File: src/rtl/mult_unit.sv
// Sequential radix-2 shift-add multiplier.
// Feeds the hi/lo write path with a 2*WIDTH-bit product.
module mult_unit #(
  parameter int WIDTH = 32
) (
  input  logic             clk,
  input  logic             rst_n,
  input  logic             start,
  input  logic             is_signed,
  input  logic [WIDTH-1:0] operand_a,
  input  logic [WIDTH-1:0] operand_b,
  output logic             busy,
  output logic             done,
  output logic [WIDTH-1:0] hi_value,
  output logic [WIDTH-1:0] lo_value
);

  localparam int CW = (WIDTH > 1) ? $clog2(WIDTH) : 1;

  typedef enum logic [1:0] {
    IDLE,
    RUN,
    SIGN,
    DONE
  } state_t;

  state_t             state;
  logic [2*WIDTH-1:0] acc;
  logic [2*WIDTH-1:0] mcand;
  logic [WIDTH-1:0]   mplier;
  logic [CW-1:0]      cnt;
  logic               neg;

  logic [WIDTH-1:0]   mag_a;
  logic [WIDTH-1:0]   mag_b;
  logic [2*WIDTH-1:0] result;

  // Operand magnitudes at acceptance and the sign-corrected product.
  always_comb begin
    mag_a  = operand_a;
    mag_b  = operand_b;
    result = acc;
    if (is_signed && operand_a[WIDTH-1])
      mag_a = -operand_a;
    if (is_signed && operand_b[WIDTH-1])
      mag_b = -operand_b;
    if (neg)
      result = -acc;
  end

  // Control FSM and datapath: one multiplier bit per RUN cycle.
  always_ff @(posedge clk) begin
    if (!rst_n) begin
      state    <= IDLE;
      busy     <= 1'b0;
      done     <= 1'b0;
      hi_value <= '0;
      lo_value <= '0;
      acc      <= '0;
      mcand    <= '0;
      mplier   <= '0;
      cnt      <= '0;
      neg      <= 1'b0;
    end else begin
      unique case (state)
        IDLE: begin
          done <= 1'b0;
          if (start) begin
            state  <= RUN;
            busy   <= 1'b1;
            acc    <= '0;
            mcand  <= {{WIDTH{1'b0}}, mag_a};
            mplier <= mag_b;
            cnt    <= CW'(WIDTH - 1);
            neg    <= is_signed
                    & (operand_a[WIDTH-1]
                    ^ operand_b[WIDTH-1]);
          end
        end
        RUN: begin
          if (mplier[0])
            acc <= acc + mcand;
          mcand  <= mcand << 1;
          mplier <= mplier >> 1;
          cnt    <= cnt - CW'(1);
          if (cnt == '0)
            state <= SIGN;
        end
        SIGN: begin
          {hi_value, lo_value} <= result;
          busy  <= 1'b0;
          done  <= 1'b1;
          state <= DONE;
        end
        DONE: begin
          done  <= 1'b0;
          state <= IDLE;
        end
        default: begin
          state <= IDLE;
          busy  <= 1'b0;
          done  <= 1'b0;
        end
      endcase
    end
  end

endmodule

File: config.mk
export PLATFORM = sky130hd
export DESIGN_NAME = mult_unit
export DESIGN_NICKNAME = d
export VERILOG_FILES = /design/src/rtl/mult_unit.sv
export SDC_FILE = /design/constraint.sdc
export NUM_CORES = 1
export LEC_CHECK = 0
export ABC_CLOCK_PERIOD_IN_PS = 4900
export CAP_MARGIN = 10
export CORE_MARGIN = 2
export CORE_UTILIZATION = 45
export DETAILED_ROUTE_END_ITERATION = 7
export PLACE_DENSITY = 0.64
export REMOVE_ABC_BUFFERS = 1
export SETUP_SLACK_MARGIN = 0.1
export SKIP_LAST_GASP = 1
export SYNTH_ARGS = -nofsm -noshare
export SYNTH_HDL_FRONTEND = slang
export SYNTH_SLANG_ARGS = --single-unit
File: constraint.sdc
create_clock -name clk -period 4.9 [get_ports clk]
set_input_delay 1.47 -clock clk [delete_from_list [all_inputs] [get_ports clk]]
set_output_delay 1.47 -clock clk [all_outputs]
set_load 0.1 [all_outputs]
; Word-level counts from Yosys, hierarchy flattened
; Index checks and enable logic that the tools add are counted.
[word_totals]
in_bits = 68
reg_bits = 234
[op_classes]
n_reduce_logical = 13
addsub = 5
bitwise = 2
muxes = 18
n_eq_ne = 6
[ops]
columns = cell, n
row1 = 2-to-1 mux 64 bit, 4
row2 = one-hot mux 64 bit (2 select lines), 2
row3 = 2-to-1 mux 32 bit, 3
row4 = adder 64 bit, 1
row5 = negator 32 bit, 2
row6 = negator 64 bit, 1
row7 = one-hot mux 32 bit (2 select lines), 1
row8 = one-hot mux 5 bit (2 select lines), 1
row9 = one-hot mux 2 bit (4 select lines), 1
row10 = AND reduction 2 bit, 4
row11 = "!= test 2 bit, second input constant", 3
row12 = nonzero test 2 bit, 3
row13 = zero test 5 bit, 1
row14 = 2-to-1 mux 5 bit, 1
row15 = "subtractor 5 x 1 -> 5 bit, second input constant", 1
row16 = "equality test 2 bit, second input constant", 2
row17 = 2-to-1 mux 2 bit, 2
row18 = one-hot mux 1 bit (2 select lines), 2
row19 = AND reduction 3 bit, 1
row20 = "equality test 2 x 1 -> 1 bit, second input constant", 1
row21 = logical AND 1 bit, 2
row22 = zero test 2 bit, 1
row23 = OR reduction 2 bit, 1
row24 = AND 1 bit, 1
row25 = other kinds (2), 2

; Longest topological paths before layout
; Gate-level depths: netlist of run 1.
[depth]
depth_word = 4
ltp_mapped = 14
mapped_depth_nobuf = 14

; Worst setup path after synthesis of run 1
; Ideal clock, no wire load.
[synth_timing]
kind = input-to-reg
start = in operand_a[5]
end = reg mcand[26]
path_stages = 11
required_time_ns = 4.835
slack_ns = 0.809
t_arrival_ns = 4.026
setup_ns = 0.065
cell_sequence = or3_1 or3b_2 or2_2 nor4b_1 a21oi_1 nor2_1 nand2_1 xnor2_1 o211ai_1 o21ai_0 nor2_1
[synth_via]
elab_chain_len = 4
[synth_lines]
columns = element, line
row1 = start: declaration, 10  ; input logic [WIDTH-1:0] operand_a,
row2 = negator 32 bit, 44  ; mag_a = -operand_a;
row3 = 2-to-1 mux 32 bit, 43  ; if (is_signed && operand_a[WIDTH-1])
row4 = 2-to-1 mux 64 bit, 68  ; if (start) begin
row5 = one-hot mux 64 bit (2 select lines), 65  ; unique case (state)
row6 = end signal: assignment, 72  ; mcand <= {{WIDTH{1'b0}}, mag_a};
row7 = end signal: assignment, 83  ; mcand <= mcand << 1;
row8 = end: declaration, 29  ; logic [2*WIDTH-1:0] mcand;
; Every way passes these cells. The select of a mux whose other input is x is not followed.
; A chain may end at the register's enable or synchronous reset.

; Worst setup path after layout of run 1
; Ends and elaborated chain as after synthesis.

==> results of run 1 <==
==> sequential cells by signal (all words and copies together) (netlist names) <==
| name | cells |
|---|---|
| hi_value | 32 |
| busy | 1 |
| state | 2 |
| mplier | 32 |
| cnt | 5 |
| acc | 64 |
| lo_value | 32 |
| done | 1 |
| neg | 1 |
| mcand | 64 |
==> through the flow <==
stage          instance area (sq um)  setup slack, ns  hold WS (ns)  setup TNS [ns]
2_1_floorplan                  14100            -3.18         0.431         -347.24
3_3_place_gp                   16200            0.230         0.438               0
3_5_place_dp                   16200            0.198         0.445               0
4_1_cts                        17100            0.723         0.452               0
5_1_grt                        17100            0.452         0.465               0
6_report                       17100            0.603         0.451               0
==> worst max-delay path, stage by stage <==
cell and delay [ns]:
clkdlybuf4s50_1 0.50, or3_1 0.42, or3b_2 0.54, or2_2 0.31
nor4b_1 0.48, a21oi_1 0.17, nor2_1 0.25, nand2_1 0.12
xnor2_1 0.14, o211ai_1 0.16, o21ai_0 0.11, nor2_1 0.11
==> cells by family after synthesis <==
kind of cell | after synthesis | synth area share, %
simple gates | 650 | 19.7
flops | 234 | 32.1
xor+xnor | 179 | 10.8
compound gates | 620 | 26.6
mux | 6 | 0.412
buf+inv | 158 | 4.09
fa+ha+maj | 73 | 6.32
==> power breakdown <==
part,switching (mW),total (mW),internal (mW)
Combinational,2.98,4.07,1.09
Sequential,0.287,2.60,2.31
Clock,0.814,1.97,1.15
Total,4.08,8.63,4.56
==> layout make-up <==
cell class	instances	share of cell area [%]
inverters	38	0.864
repair buffers	156	8.95
well taps	402	2.94
clock buffers	38	4.55
flip-flops and latches	234	27.4
multi-input cells	1528	54.7
clock inverters	12	0.542
==> routing by layer <==
layer  global-route usage (%)  share of wire (%)  wire length [um]  up-vias
li1                         -                  -                 -     6978
met1                     33.4                 50             19600     6195
met2                     36.2                 43             17000      376
met3                     3.23                5.6              2200       55
met4                     5.63                1.7               683        0
met5                        0                  0                 0        -
==> cells in the final DEF (no fill, tap or decap), types with 28 or more instances in the layout <==
cell               n
dfxtp_1          233
a211oi_1          57
a21o_1            30
o31ai_1           33
clkdlybuf4s50_1  133
nor3_1            28
a21oi_1          154
nor2_1           210
xnor2_1           67
nand2_1          274
a22oi_1           58
xor2_1           112
ha_1              70
inv_1             37
o21ai_0          170
==> worst paths after layout <==
kind,start,to,slack [ns],cells after the start
worst max-delay path,operand_a[5],mcand[26]$_SDFFE_PN0P_,0.60,12
worst min-delay path,mplier[3]$_SDFFE_PN0P_,mplier[3]$_SDFFE_PN0P_,0.45,2
worst max register to register,acc[2]$_SDFFE_PN0P_,hi_value[30]$_SDFFE_PN0P_,0.89,10
worst min register to register,mplier[3]$_SDFFE_PN0P_,mplier[3]$_SDFFE_PN0P_,0.45,2
==> metrics.txt, run 1 <==
post-synthesis instance area 0.0146 sq mm; core area 0.0317 sq mm; most common cell in the netlist nand2_1; max-slew violation count 0; startpoint types primary input; final count of negative-setup-slack endpoints 0; total power 8.63 mW; area of the multi-input gates 0.00935 sq mm; Routed Wire Length 39.5 mm; CTS clk-pin slew, worst paths 0.06 ns; Peak VDD IR 0.000320 V; hold_buf cts 0; I/O pin cnt 134; slew of the pin with the lowest slew margin 1.05 ns; post-synth cell types 65; CTS Root Cell clkbuf_16; WP data arrival 4.78 ns; most instantiated cells after synthesis nand2_1, dfxtp_1, nor2_1, o21ai_0, a21oi_1; TritonCTS clock tree yes; Non-Filler Instances 2408; # DRC 0; max_cap viols 0; DR iter-0 viols 927; Setup Skew 0.0117 ns; vias per cell 5.65; FILL cells 3058; Seq cells post-synth 234; post-synthesis cell count 1920; Routed Antenna Nets 0; syn avg cell area 7.59 sq um; Routed wire per std cell 16.4 um; share of layout cells above drive strength 1 4.59%; Async SR Flop Fraction 0%; Sequential cell area 0.00469 sq mm; full die area 0.0338 sq mm; initial core utilization 45.9%; vias in the first global route 12.6k; area growth from synthesis to layout 17.3%; Nets 2126; Post-CTS Setup Inserts 0; vias 13.6k; leak pwr 6.58 nW; Crit Path Category in2reg; first-pass GRT wire length 64.6 mm; Die Height 184 um; RSZ-0062 raised after global routing no; H-tree depth 1; GRT Util Overall 23.1%; Tcrit/Tclk final 87.7%; Final GP Congestion 0.901; ant diodes 0; FMAX 233 MHz; TritonCTS buffer count 27; slew margin rel. 29.5%; yosys warns 0; dpl hpwl 28.8 mm; Clock Latency Late Sink 0.55 ns; ranking of synthesized cells by area dfxtp_1, nand2_1, xor2_1; initial antenna violation count 0; Die Width 184 um; DRT Pass-1 Iters 5; Clock Sinks 234; IO Port Bufs 133; Clock Tree Buf Depth 3; Req. time, crit path 5.38 ns; final hold violation count 0; total overflow reported by the global router 0; largest net degree at the start of global routing 78; run status completed; Final min period 4.30 ns; HP Class reg2reg; Resized Gates After CTS 0; crit-path max FO 3; Placed Cells 2358; Post-Route Utilization 53.9%; Synth top area share 32.1%; dominant cell type by area after synthesis dfxtp_1; top_reg_cell synth dfxtp_1; kind of end point of the critical path flop; pwr dens 505 mW/mm^2; number of synthesized flops with an enable pin 0; sequential area share after synthesis 32.1%; Row Count 65
No activity file was read; power rests on OpenSTA's default activity.
==> run 2: changes to the inputs <==
ABC_AREA = 1   (was unset)
PLACE_DENSITY = 0.63   (was 0.64)
REMOVE_ABC_BUFFERS = unset   (was 1)
==> metrics.txt, run 2 <==
run status completed; Seq cells post-synth 234; WP data arrival 2.11 ns; kind of end point of the critical path output pin; post-synth cell types 49; Die Width 206 um; Routed wire per std cell 16.6 um; TritonCTS buffer count 29; TritonCTS clock tree yes; ranking of synthesized cells by area dfxtp_1, nand2_1, inv_1; CP Cell Sequence clkdlybuf4s50_1; Synth Area in XOR/XNOR 2.44%; Async SR Flop Fraction 0%; RSZ-0062 raised after global routing no; DRT Pass-1 Iters 6; Clock Sinks 234; core area 0.0400 sq mm; Crit Path Category reg2out; full die area 0.0424 sq mm; CP bufs+invs 1; first-pass GRT wire length 100 mm; Peak VDD IR 0.000360 V; Post-Synth Simple-Gate Area 38.5%; most common cell after layout, fill and taps aside nand2_1; Clock Tree Buf Depth 3; Die Height 206 um; pwr dens 463 mW/mm^2; Post-Route Setup TNS 0 ns; yosys warns 0; CTS clk-pin slew, worst paths 0.06 ns; vias 20.1k; final hold violation count 0; Final GP Congestion 0.971; I/O pin cnt 134; slew margin rel. 28.3%; Tcrit/Tclk final 73.1%; H-tree depth 1; met2 Usage GRT 47.9%; startpoint types flop; most frequent cells in the layout nand2_1, inv_1, nor2_1, a21oi_1, dfxtp_1; Top delay family on crit path buffers and inverters; DR iter-0 viols 1549; Row Count 73; CTS Root Cell clkbuf_16; Final min period 3.58 ns; post-synthesis cell count 3223; most instantiated cells after synthesis nand2_1, inv_1, nor2_1, a21oi_1, dfxtp_1; Clock Latency Late Sink 0.58 ns; PnR worst setup slack 1.32 ns; crit path launch hi_value[7]$_SDFFE_PN0P_; post-synthesis instance area 0.0183 sq mm; Synth top area share 25.6%; syn avg cell area 5.69 sq um; met3 Track Usage GR 4.62%; largest net degree at the start of global routing 128; vias per cell 5.23; initial core utilization 45.8%; total overflow reported by the global router 0; leak pwr 10.6 nW; number of synthesized flops with an enable pin 0; Non-Filler Instances 3850; Reg2Reg Launch Point acc[0]$_SDFFE_PN0P_; Routed Wire Length 63.9 mm; post-synthesis mux area share 0%; HP Class reg2reg; hold_buf cts 0; FMAX 279 MHz; Post-CTS Setup Inserts 0; Resized Gates After CTS 0; sequential area share after synthesis 25.6%; Max stage delay on crit path 1.16 ns; max_cap viols 0; Nets 3446; Compound-Gate Fraction of Synth Area 15.8%; crit-path max FO 2; area growth from synthesis to layout 14.7%; top_reg_cell synth dfxtp_1; most common cell in the netlist nand2_1; GRT Util Overall 30.2%; # DRC 0; met1 Track Usage GR 42.5%; share of layout cells above drive strength 1 3.46%; final count of negative-setup-slack endpoints 0; slew of the pin with the lowest slew margin 1.08 ns; Post-Route Utilization 52.5%; Post-Synth Adder-Cell Area 5.03%; Req. time, crit path 3.43 ns; hold_sp mplier[10]$_SDFFE_PN0P_; Worst path slowest cell clkdlybuf4s50_1; dominant cell type by area after synthesis dfxtp_1; largest family of logic cells by synthesized area simple AND/OR/NAND/NOR gates; Placed Cells 3799; IO Port Bufs 133; dpl hpwl 50.2 mm; Setup Skew 0.0216 ns; GRT busiest layer met2; initial antenna violation count 1; Largest regs acc (64), mcand (64); Routed Antenna Nets 0; vias in the first global route 18.6k; max-slew violation count 0; dpl ws 1.20 ns; syn nets 3364
## run 2: changes by cell type after synthesis, sizes merged, moves of 69 or more
cell / change
xor2: -69
a21oi: +136
nand3: +169
nor2: +149
nand2: +805
inv: +465
## run 2: layout make-up
| cell class | count | area [sq um] |
|---|---|---|
| Inverter | 505 | 1900 |
| Timing Repair Buffer | 150 | 1480 |
| Multi-Input combinational cell | 2385 | 11300 |
| Sequential cell | 234 | 4690 |
| Antenna cell | 1 | 2.50 |
| Clock buffer | 37 | 796 |
| Tap cell | 525 | 657 |
| Fill cell | 4280 | 19000 |
| Clock inverter | 13 | 154 |
## run 2: power breakdown
| group | leakage (nW) | internal, mW | switching, mW |
|---|---|---|---|
| logic | 8.24 | 1.32 | 3.62 |
| registers | 1.91 | 2.31 | 0.310 |
| clock network | 0.458 | 1.29 | 0.880 |
## run 2: through the flow
stage | power (mW) | area (sq um) | hold WS [ns]
floorplan | 6.27 | 18300 | 0.442
global placement | 7.53 | 20100 | 0.451
detailed placement | 7.58 | 20100 | 0.454
CTS | 9.78 | 21000 | 0.463
global route | 10.3 | 21000 | 0.486
finish | 9.74 | 21000 | 0.461
## run 2: worst paths after layout
check             cells past startpoint                 endpoint  slack (ns)
hold reg to reg                       2  mplier[10]$_SDFFE_PN0P_        0.46
hold / removal                        2  mplier[10]$_SDFFE_PN0P_        0.46
setup reg to reg                     15     acc[62]$_SDFFE_PN0P_        2.04
setup / recovery                      1              hi_value[7]        1.32
## run 2: layer usage
layer,wire [um],share of wire (%)
met4,1730,2.7
met3,4630,7.3
met2,27100,42
met1,30400,48
met5,13,0.020
## run 2: cells by family (layout without fill, tap and decap cells)
kind of cell	after synthesis	in the layout
xor+xnor	51	51
buf+inv	604	705
compound gates	526	526
fa+ha+maj	73	73
simple gates	1735	1735
flops	234	234
other cells	0	1
==> run 3: changes to the inputs <==
ABC_CLOCK_PERIOD_IN_PS = 3000   (was 4900)
PLACE_DENSITY = 0.65   (was 0.63)
clock period = 3 ns   (was 4.9 ns; I/O delays follow)
==> metrics.txt, run 3 (synthesis results as in run 2) <==
Non-Filler Instances 3888; reg2reg end acc[59]$_SDFFE_PN0P_; Req. time, crit path 3.51 ns; TritonCTS clock tree yes; area growth from synthesis to layout 16.4%; crit path launch acc[4]$_SDFFE_PN0P_; Row Count 73; Routed wire per std cell 16.9 um; dpl hpwl 52.0 mm; Setup Skew 0.0165 ns; Die Width 206 um; max_cap viols 0; Post-DP Area 0.0203 sq mm; most frequent cells in the layout nand2_1, inv_1, nor2_1, a21oi_1, dfxtp_1; total overflow reported by the global router 0; Sequential cell area 0.00469 sq mm; I/O pin cnt 134; Peak VDD IR 0.000642 V; Placed Cells 3834; Sw Share 49.1%; crit-path max FO 7; slew margin rel. 56.0%; RSZ-0062 raised after global routing no; Clock Latency Late Sink 0.59 ns; Reg2Reg Launch Point acc[4]$_SDFFE_PN0P_; area of the multi-input gates 0.0113 sq mm; CTS Root Cell clkbuf_16; Routed Antenna Nets 0; Clock Power Share 23.9%; IO Port Bufs 133; max-slew violation count 0; leak pwr 11.0 nW; dpl ws 0.111 ns; Final min period 2.59 ns; total power 16.3 mW; Crit Path Category reg2reg; Internal 8.32 mW; WP data arrival 3.10 ns; most common cell after layout, fill and taps aside nand2_1; slew of the pin with the lowest slew margin 0.660 ns; Clock Sinks 234; Post-Route Setup TNS 0 ns; Nets 3481; H-tree depth 1; Routed Wire Length 65.6 mm; Combinational Power Share 50.0%; initial antenna violation count 0; pwr dens 767 mW/mm^2; FMAX 387 MHz; largest net degree at the start of global routing 120; GRT Util Overall 30.6%; Post-CTS Setup Inserts 0; Reg power frac 26.1%; final count of negative-setup-slack endpoints 0; Critical Path End acc[59]$_SDFFE_PN0P_; flop2flop setup slack 0.41 ns; run status completed; vias 20.3k; DRT Pass-1 Iters 6; Die Height 206 um; DR iter-0 viols 1823; first-pass GRT wire length 101 mm; kind of end point of the critical path flop; share of layout cells above drive strength 1 6.69%; Largest regs acc (64), mcand (64); vias per cell 5.23; Final Cell Area 0.0213 sq mm; Net Sw Power 8.03 mW; depth of the most critical reg-to-reg path 13; PnR worst setup slack 0.414 ns; final hold violation count 0; initial core utilization 45.8%; Tcrit/Tclk final 86.2%; Clock Tree Buf Depth 3; HP Class reg2reg; TritonCTS buffer count 29; core area 0.0400 sq mm; full die area 0.0424 sq mm; vias in the first global route 18.4k; FILL cells 4181; # DRC 0; startpoint types flop; ant diodes 0; CTS clk-pin slew, worst paths 0.06 ns; Final GP Congestion 0.996
==> run 3: power by group through the flow <==
stage | registers [mW] | logic (mW) | clock network [mW]
global route | 4.35 | 8.89 | 4.07
finish | 4.27 | 8.17 | 3.91
global placement | 4.31 | 8.04 | 0
floorplan | 6.21 | 4.03 | 0
detailed placement | 4.33 | 8.11 | 0
CTS | 4.27 | 8.14 | 3.96
==> run 3: how the worst min path moves through the flow <==
| stage | start | endpoint | slack [ns] | cells past startpoint |
|---|---|---|---|---|
| 2_1_floorplan | mplier[10]$_SDFFE_PN0P_ | mplier[10]$_SDFFE_PN0P_ | 0.44 | 2 |
| 3_3_place_gp | mplier[19]$_SDFFE_PN0P_ | mplier[19]$_SDFFE_PN0P_ | 0.45 | 2 |
| 3_5_place_dp | mplier[22]$_SDFFE_PN0P_ | mplier[22]$_SDFFE_PN0P_ | 0.46 | 2 |
| 4_1_cts | mplier[22]$_SDFFE_PN0P_ | mplier[22]$_SDFFE_PN0P_ | 0.47 | 2 |
| 5_1_grt | mplier[22]$_SDFFE_PN0P_ | mplier[22]$_SDFFE_PN0P_ | 0.48 | 2 |
| 6_report | mplier[17]$_SDFFE_PN0P_ | mplier[17]$_SDFFE_PN0P_ | 0.47 | 2 |
==> run 3: worst max-delay path: stages, from the launching register on <==
cell and delay, ns:
dfxtp_1 0.39, ha_1 0.40, nand2_1 0.13, nor2_2 0.20
nand3_1 0.10, nand2_1 0.24, nand2_1 0.10, nand2_1 0.17
nand2_1 0.08, nand2_1 0.22, nand2_1 0.14, nand3_1 0.09
nand3_1 0.10, a21oi_1 0.16
==> run 3: routing by layer <==
layer	up-vias	GRT usage (%)	share of wire [%]
li1	10400	-	-
met1	9173	43.2	48
met2	647	48.3	42
met3	94	5.38	7.6
met4	0	7.27	2.5
met5	-	0	0
==> run 3: stage by stage <==
step	hold slack (ns)	utilization (%)
4_1_cts	0.466	53.3
6_report	0.466	53.3
2_1_floorplan	0.442	-
3_5_place_dp	0.456	50.6
5_1_grt	0.482	53.3
3_3_place_gp	0.453	50.6
==> run 3: cell type report <==
type | instances | area share, %
tap | 525 | 3.08
clock buffer | 36 | 3.81
clock inverter | 18 | 1.19
multi-input combinational | 2385 | 53.2
inverter | 505 | 8.92
sequential | 234 | 22.0
timing repair buffer | 185 | 7.80
==> run 3: repair_timing <==
item,in CTS,in global routing
endpoints found under the setup margin,0,2
gates resized for setup,0,2
hold buffers,0,0
endpoints found under the hold margin,0,0
